### src/rtl/conv_layer_scheduler.sv
// Layer sequencer for the 3x3 convolution engine: runs one engine pass per kernel,
// stepping the kernel BRAM base and output bank between passes, with a per-wait watchdog.
module conv_layer_scheduler #(
  parameter int unsigned MAX_KERNELS       = 15,
  parameter int unsigned KERNEL_WORDS      = 9,
  parameter int unsigned ENGINE_RST_CYCLES = 2,
  parameter int unsigned TIMEOUT_CYCLES    = 32'd4000000
) (
  input  logic       clk,
  input  logic       reset_n,
  input  logic       start,
  input  logic       abort,
  input  logic [3:0] num_kernels,
  output logic       engine_reset,
  output logic       engine_kernel_read,
  input  logic       engine_kernel_done,
  output logic       engine_start,
  input  logic       engine_done,
  output logic [7:0] kernel_base,
  output logic [3:0] out_bank,
  output logic [3:0] pass_count,
  output logic       busy,
  output logic       layer_done,
  output logic       timeout_err
);

  localparam logic [2:0] S_IDLE    = 3'd0;
  localparam logic [2:0] S_ENG_RST = 3'd1;
  localparam logic [2:0] S_LOAD_K  = 3'd2;
  localparam logic [2:0] S_RUN     = 3'd3;
  localparam logic [2:0] S_NEXT    = 3'd4;
  localparam logic [2:0] S_DONE    = 3'd5;
  localparam logic [2:0] S_ERROR   = 3'd6;
  localparam logic [2:0] S_ABORT   = 3'd7;

  localparam logic [3:0] NK_MAX = 4'(MAX_KERNELS);

  logic [2:0]  state_q, state_d;
  logic        start_q, start_edge;
  logic [31:0] cnt_q, cnt_d;
  logic [3:0]  nk_q, nk_d, nk_in;
  logic [3:0]  pass_d, bank_d;
  logic [7:0]  base_d;
  logic        busy_d, done_d, terr_d, restart;

  always_comb begin
    start_edge = start & ~start_q;
    nk_in      = (num_kernels > NK_MAX) ? NK_MAX : num_kernels;
    state_d    = state_q;
    nk_d       = nk_q;
    pass_d     = pass_count;
    base_d     = kernel_base;
    bank_d     = out_bank;
    busy_d     = busy;
    done_d     = layer_done;
    terr_d     = timeout_err;
    restart    = 1'b0;

    if (abort && (state_q != S_IDLE)) begin
      state_d = S_ABORT;
      restart = 1'b1;
      busy_d  = 1'b0;
      terr_d  = 1'b0;
    end else begin
      case (state_q)
        S_IDLE, S_ERROR: begin
          if (start_edge) begin
            nk_d   = nk_in;
            pass_d = '0;
            base_d = '0;
            bank_d = '0;
            busy_d = 1'b1;
            done_d = 1'b0;
            terr_d = 1'b0;
            if (nk_in == 4'd0) begin
              state_d = S_DONE;
              done_d  = 1'b1;
            end else begin
              state_d = S_ENG_RST;
            end
          end
        end
        S_ENG_RST: if (cnt_q == ENGINE_RST_CYCLES - 1) state_d = S_LOAD_K;
        S_LOAD_K: begin
          // The awaited input wins over a watchdog expiry in the same cycle.
          if (engine_kernel_done) begin
            state_d = S_RUN;
          end else if (cnt_q == TIMEOUT_CYCLES - 1) begin
            state_d = S_ERROR;
            terr_d  = 1'b1;
            busy_d  = 1'b0;
          end
        end
        S_RUN: begin
          if (engine_done) begin
            state_d = S_NEXT;
          end else if (cnt_q == TIMEOUT_CYCLES - 1) begin
            state_d = S_ERROR;
            terr_d  = 1'b1;
            busy_d  = 1'b0;
          end
        end
        S_NEXT: begin
          pass_d = pass_count + 4'd1;
          if (pass_d == nk_q) begin
            state_d = S_DONE;
            done_d  = 1'b1;
          end else begin
            base_d  = kernel_base + 8'(KERNEL_WORDS);
            bank_d  = out_bank + 4'd1;
            state_d = S_ENG_RST;
          end
        end
        S_DONE: begin
          busy_d  = 1'b0;
          state_d = S_IDLE;
        end
        S_ABORT: if (cnt_q == ENGINE_RST_CYCLES - 1) state_d = S_IDLE;
        default: state_d = S_IDLE;
      endcase
    end

    // One counter serves both the reset-hold length and the wait watchdog.
    if (restart || (state_d != state_q)) begin
      cnt_d = '0;
    end else if (state_q inside {S_ENG_RST, S_LOAD_K, S_RUN, S_ABORT}) begin
      cnt_d = cnt_q + 32'd1;
    end else begin
      cnt_d = cnt_q;
    end
  end

  always_ff @(posedge clk or negedge reset_n) begin
    if (!reset_n) begin
      state_q            <= S_IDLE;
      start_q            <= 1'b0;
      cnt_q              <= '0;
      nk_q               <= '0;
      pass_count         <= '0;
      kernel_base        <= '0;
      out_bank           <= '0;
      busy               <= 1'b0;
      layer_done         <= 1'b0;
      timeout_err        <= 1'b0;
      engine_reset       <= 1'b0;
      engine_kernel_read <= 1'b0;
      engine_start       <= 1'b0;
    end else begin
      state_q            <= state_d;
      start_q            <= start;
      cnt_q              <= cnt_d;
      nk_q               <= nk_d;
      pass_count         <= pass_d;
      kernel_base        <= base_d;
      out_bank           <= bank_d;
      busy               <= busy_d;
      layer_done         <= done_d;
      timeout_err        <= terr_d;
      engine_reset       <= state_d inside {S_ENG_RST, S_ERROR, S_ABORT};
      engine_kernel_read <= (state_d == S_LOAD_K);
      engine_start       <= (state_d == S_RUN);
    end
  end

endmodule

### config.mk
export PLATFORM = sky130hd
export DESIGN_NAME = conv_layer_scheduler
export DESIGN_NICKNAME = d
export VERILOG_FILES = /design/src/rtl/conv_layer_scheduler.sv
export SDC_FILE = /design/constraint.sdc
export NUM_CORES = 1
export LEC_CHECK = 0
export BUFFER_PORTS_ARGS = -buffer_cell sky130_fd_sc_hd__buf_2
export CAP_MARGIN = 20
export CORE_ASPECT_RATIO = 1.75
export CORE_MARGIN = 2
export CORE_UTILIZATION = 64
export CTS_CLUSTER_DIAMETER = 80
export DETAILED_ROUTE_END_ITERATION = 8
export PLACE_DENSITY = 0.91
export SYNTH_ARGS = -nofsm -noshare
export SYNTH_HDL_FRONTEND = slang
export SYNTH_SLANG_ARGS = --single-unit
### constraint.sdc
create_clock -name clk -period 7.3 [get_ports clk]
set_input_delay 0.73 -clock clk [delete_from_list [all_inputs] [get_ports clk]]
set_output_delay 0.73 -clock clk [all_outputs]
set_load 0.01 [all_outputs]
After elaboration in Yosys (flattened, before gate mapping)
Cells that the tools add are included.
{"block": "totals", "input_bits": 10, "regBits": 62, "word_cells": 98}
{"block": "classes", "eq_ne": 22, "muxes": 37, "n_addsub": 4, "bitwise": 3, "n_lt_le_gt_ge": 1, "n_reduce_logical": 18}
{"op": "$mux 32", "count": 2}
{"op": "$add 32x1->32 const B", "count": 1}
{"op": "$eq 32x1->1 const B", "count": 1}
{"op": "$eq 32x22->1 const B", "count": 1}
{"op": "$mux 3", "count": 9}
{"op": "$pmux 3 s7", "count": 1}
{"op": "$eq 3x3->1 const B", "count": 6}
{"op": "$mux 8", "count": 2}
{"op": "$pmux 4 s2", "count": 2}
{"op": "$pmux 8 s2", "count": 1}
{"op": "$reduce_and 4->1", "count": 4}
{"op": "$mux 1", "count": 14}
{"op": "$eq 3x2->1 const B", "count": 4}
{"op": "$mux 4", "count": 3}
{"op": "$ne 3x3->1 const B", "count": 3}
{"op": "$add 4x1->4 const B", "count": 2}
{"op": "$add 8x4->8 const B", "count": 1}
{"op": "$reduce_bool 4->1", "count": 2}
{"op": "$eq 3x1->1 const B", "count": 2}
{"op": "$ne 2x2->1 const B", "count": 3}
{"op": "$reduce_and 3->1", "count": 2}
{"op": "$reduce_bool 3->1", "count": 2}
{"op": "$reduce_bool 5->1", "count": 1}
{"op": "$eq 4x4->1", "count": 1}
{"op": "13 further kinds", "count": 15}

Depth between registers and ports, before layout
{"block": "logic_depth", "ltp_word": 10, "depth_mapped": 9}

Worst setup path before layout
Ideal clock, no wire load.
{"block": "synth_timing", "path_type": "flip-flop to flip-flop", "startpoint": "register cnt_q[0]", "endpoint": "register cnt_q[0]", "setup_ns": 0.129, "slack_ns": 4.753, "n_path_buf": 1, "arrival_ns": 2.419, "required_time_ns": 7.171, "path_stages_with_launch": 9, "path_cell_list": "dfrtp_1 ha_1 nand4_2 or4_4 a211o_1 a221oi_2 xnor2_1 buf_6 nor3_2"}
{"block": "synth_between", "elab_chain_cells": 8, "word_cells_on_any_way": 15}
{"element": "start, declared", "line": "40", "rtl": "logic [31:0] cnt_q, cnt_d;"}
{"element": "start signal, assigned", "line": "151", "rtl": "cnt_q <= cnt_d;"}
{"element": "$eq 32x22->1", "line": "88, 97"}
{"element": "$mux 3", "line": "88, 97"}
{"element": "$mux 3, on equally long branches", "line": "95, 86"}
{"element": "$pmux 3 s7", "line": "65", "rtl": "case (state_q)"}
{"element": "$mux 3", "line": "59", "rtl": "if (abort && (state_q != S_IDLE)) begin"}
{"element": "$ne 3x3->1", "line": "124", "rtl": "if (restart || (state_d != state_q)) begin"}
{"element": "$logic_or 1x1->1", "line": "124"}
{"element": "$mux 32 / $reduce_bool 2->1 (equally long branches)"}
Several ways; a longest one is shown, not always the timed one. The select of a mux whose other input is x is not followed.
A chain may end at the register's enable or synchronous reset.

Worst setup path after layout
{"block": "layout_timing", "startpoint": "register cnt_q[0]", "endpoint": "register cnt_q[7]"}
The elaborated chain is that of the path after synthesis.

==> impl_metrics.py <==
metrics = {
    "power_and_ir_drop": {
        "static-leakage-power_uw": 0.00170,
        "power.density_cell_area_mw_per_mm2": 325,
        "max-vdd-ir-drop_uv": 211,
        "total_power_uw": 1310,
    },
    "synthesis": {
        "postSynthCellCount": 368,
        "async_flop_share_pct": 100,
        "post_synth_edffs": 0,
        "synth.ff_latch_count": 62,
        "synth.top_cells.by_count": "sky130_fd_sc_hd__dfrtp_1 (62), sky130_fd_sc_hd__nor3_2 (30), sky130_fd_sc_hd__nand2_1 (27)",
        "synth.cell_area_mm2": 0.00365,
        "sequential_fraction_of_the_synthesis_area_pct": 42.5,
        "library_cell_occupying_the_most_area_in_the_post_synthesis_netlist": "sky130_fd_sc_hd__dfrtp_1",
        "post-synth-top-area-fraction_pct": 42.5,
        "synth_most_common_cell": "sky130_fd_sc_hd__dfrtp_1",
        "ys_dominant_reg_cell": "sky130_fd_sc_hd__dfrtp_1",
        "syn_nets": 383,
        "ys_warn_count": 0,
        "avgSynthCellArea_um2": 9.91,
        "synth_area_leaders": "sky130_fd_sc_hd__dfrtp_1 (43%), sky130_fd_sc_hd__nor3_2 (8.2%), sky130_fd_sc_hd__xor2_1 (4.6%), sky130_fd_sc_hd__xnor2_1 (4.3%), sky130_fd_sc_hd__nand2_1 (2.8%)",
        "ys_types": 55,
    },
    "setup_path": {
        "timing.critical_path.from_type": "flop",
        "setup.worst_path.end_class": "flop",
        "arrival_ns": 3.11,
        "cp.required_ns": 7.51,
        "setup.worst_path.class": "flop to flop",
        "critical_path_fanouts_max": 32,
    },
    "clock_network": {
        "cts_root_buf": "sky130_fd_sc_hd__clkbuf_8",
        "tritoncts.num_buffers": 9,
        "clock-sinks": 62,
        "htree_num_levels": 3,
        "clkSlewWorstSetupHoldPaths_ns": 0.07,
        "cts.path.max_buffers": 2,
        "cts_tree": "built",
        "post_cts_hold_buffer_count": 0,
        "post_cts_setup_buffer_count": 0,
        "count_of_cells_resized_by_post_cts_repair": 0,
        "clkLatencyLatePin_ns": 0.35,
    },
    "detailed_routing": {
        "drt_first_pass_iters": 4,
        "remaining_drc_errors": 0,
        "route.final.wire_length_mm": 7.65,
        "vias_per_cell": 6.17,
        "vias": 2937,
        "dr.first_iter.drc_count": 168,
        "route.detailed.wl_per_inst_um": 16.1,
        "drtAntennaViolNets": 0,
    },
    "die": {
        "die_area_mm2": 0.00634,
        "initial_core_util_pct": 65.9,
        "num_rows": 36,
        "die_height_um": 104,
        "core_area_mm2": 0.00554,
        "die_x_um": 61.1,
        "ioPinCount": 32,
    },
    "timing": {
        "clock-skew-final_ns": 0.00846,
        "max_slew_margin_pct": 31.0,
        "whs_ns": 0.489,
        "max_slew_vio_count": 0,
        "achievable-frequency_mhz": 345,
        "finalHoldViolCount": 0,
        "fin_crit_ns": 2.89,
        "worstMarginPinSlew_ns": 1.03,
        "fin_setup_tns_ns": 0,
        "setup_repair_after_global_routing_missed_its_margin": "false",
        "setup_violations": 0,
        "min_period_over_period_pct": 39.7,
    },
    "status": {
        "status": "completed",
    },
    "flow_run": {
        "drv.max_cap_violation_count": 0,
    },
    "global_routing": {
        "grt_pass1_vias": 2897,
        "grt_pass1_wl_mm": 12.7,
        "grt.total_usage_pct": 26.5,
        "antenna_found_initial": 0,
        "gr-total-overflow": 0,
        "grt_max_degree": 63,
    },
    "layout": {
        "drive_above_1_share_pct": 24.0,
        "final_net_count": 411,
        "n_antenna_cell": 0,
        "area_growth_pct": 10.1,
    },
    "placed_design": {
        "routabilityCongestion": 0.834,
        "dpl.hpwl_mm": 5.41,
        "port_buffers": 31,
    },
    "min_path": {
        "min_path_type": "flop to flop",
    },
}
-- layout make-up --
type | instances | area [um2]
Inverter | 8 | 30.0
Clock buffer | 11 | 151
Fill cell | 393 | 1520
Tap cell | 76 | 95.1
Timing Repair Buffer | 35 | 185
Multi-Input combinational cell | 280 | 1980
Sequential cell | 62 | 1550
Clock inverter | 4 | 22.5
-- through the flow --
| stage | utilization (%) | area [um2] | setup WS, ns | std cells |
|---|---|---|---|---|
| floorplan | - | 3650 | 4.75 | 368 |
| global placement | 69.4 | 3840 | 4.47 | 461 |
| detailed placement | 69.4 | 3840 | 4.39 | 461 |
| CTS | 72.5 | 4020 | 4.40 | 476 |
| global route | 72.5 | 4020 | 4.22 | 476 |
| finish | 72.5 | 4020 | 4.41 | 476 |
-- registers in the layout, summed over array words and instances, names as in the netlist, 3 cells and up --
| name | cells |
|---|---|
| kernel_base | 8 |
| out_bank | 4 |
| cnt_q | 32 |
| nk_q | 4 |
| pass_count | 4 |
| state_q | 3 |
-- routing by layer --
layer / wire length [um] / vias up / GRT usage [%]
li1: - / 1396 / -
met1: 2840 / 1442 / 27.5
met2: 4170 / 71 / 43.8
met3: 316 / 28 / 7.84
met4: 327 / 0 / 16.8
met5: 0 / - / 0
-- power by group --
part	switching [uW]	total, uW	internal [uW]
combinational	345	543	198
sequential	88.9	495	406
clock	130	268	138
total	564	1310	742
-- kinds of logic (layout without fill, tap and decap cells) --
family	after synthesis	count (layout)	share of synthesized area, %
DFF	62	62	42.5
xor gates and xnor gates	37	37	8.88
buffers and inverters	26	58	3.70
and+or+nand+nor	166	166	29.0
muxes	8	8	2.43
adders and majority gates	5	5	1.71
AOI/OAI and AO/OA	64	64	11.7
-- final timing paths --
check,start,to,slack (ns),depth (start not counted)
worst max-delay path,cnt_q[0]$_DFFE_PN0P_,cnt_q[7]$_DFFE_PN0P_,4.41,8
worst min-delay path,layer_done$_DFFE_PN0P_,layer_done$_DFFE_PN0P_,0.49,1
worst max register to register,cnt_q[0]$_DFFE_PN0P_,cnt_q[7]$_DFFE_PN0P_,4.41,8
worst min register to register,layer_done$_DFFE_PN0P_,layer_done$_DFFE_PN0P_,0.49,1
max in group asynchronous,reset_n,cnt_q[30]$_DFFE_PN0P_,6.24,2
min in group asynchronous,reset_n,out_bank[3]$_DFFE_PN0P_,0.55,2
-- critical path: stages (launching register included) --
cell and delay (ns):
sky130_fd_sc_hd__dfrtp_1 0.40, sky130_fd_sc_hd__ha_1 0.22, sky130_fd_sc_hd__nand4_2 0.15, sky130_fd_sc_hd__or4_4 0.54, sky130_fd_sc_hd__a211o_1 0.32, sky130_fd_sc_hd__a221oi_2 0.39, sky130_fd_sc_hd__xnor2_2 0.16, sky130_fd_sc_hd__buf_4 0.48
sky130_fd_sc_hd__nor3_2 0.10
-- cell usage in the layout, fill, tap and decap left out, types with 5 or more instances in the layout --
cell,instances
sky130_fd_sc_hd__dfrtp_1,62
sky130_fd_sc_hd__nor3_1,7
sky130_fd_sc_hd__nor3_2,30
sky130_fd_sc_hd__nor2_1,19
sky130_fd_sc_hd__o21ai_0,18
sky130_fd_sc_hd__or3_1,9
sky130_fd_sc_hd__xor2_1,19
sky130_fd_sc_hd__inv_1,8
sky130_fd_sc_hd__nand2_1,27
sky130_fd_sc_hd__and2_1,5
sky130_fd_sc_hd__nand4_1,10
sky130_fd_sc_hd__and3_1,7
sky130_fd_sc_hd__buf_2,31
sky130_fd_sc_hd__clkbuf_8,11
sky130_fd_sc_hd__nor2b_1,5
sky130_fd_sc_hd__nor4_1,8
sky130_fd_sc_hd__nand3_1,16
sky130_fd_sc_hd__o31ai_1,5
sky130_fd_sc_hd__a21oi_1,14
sky130_fd_sc_hd__mux2_2,7
sky130_fd_sc_hd__ha_1,5
sky130_fd_sc_hd__xnor2_1,17
Note: power is estimated with default switching activity, not from simulation.
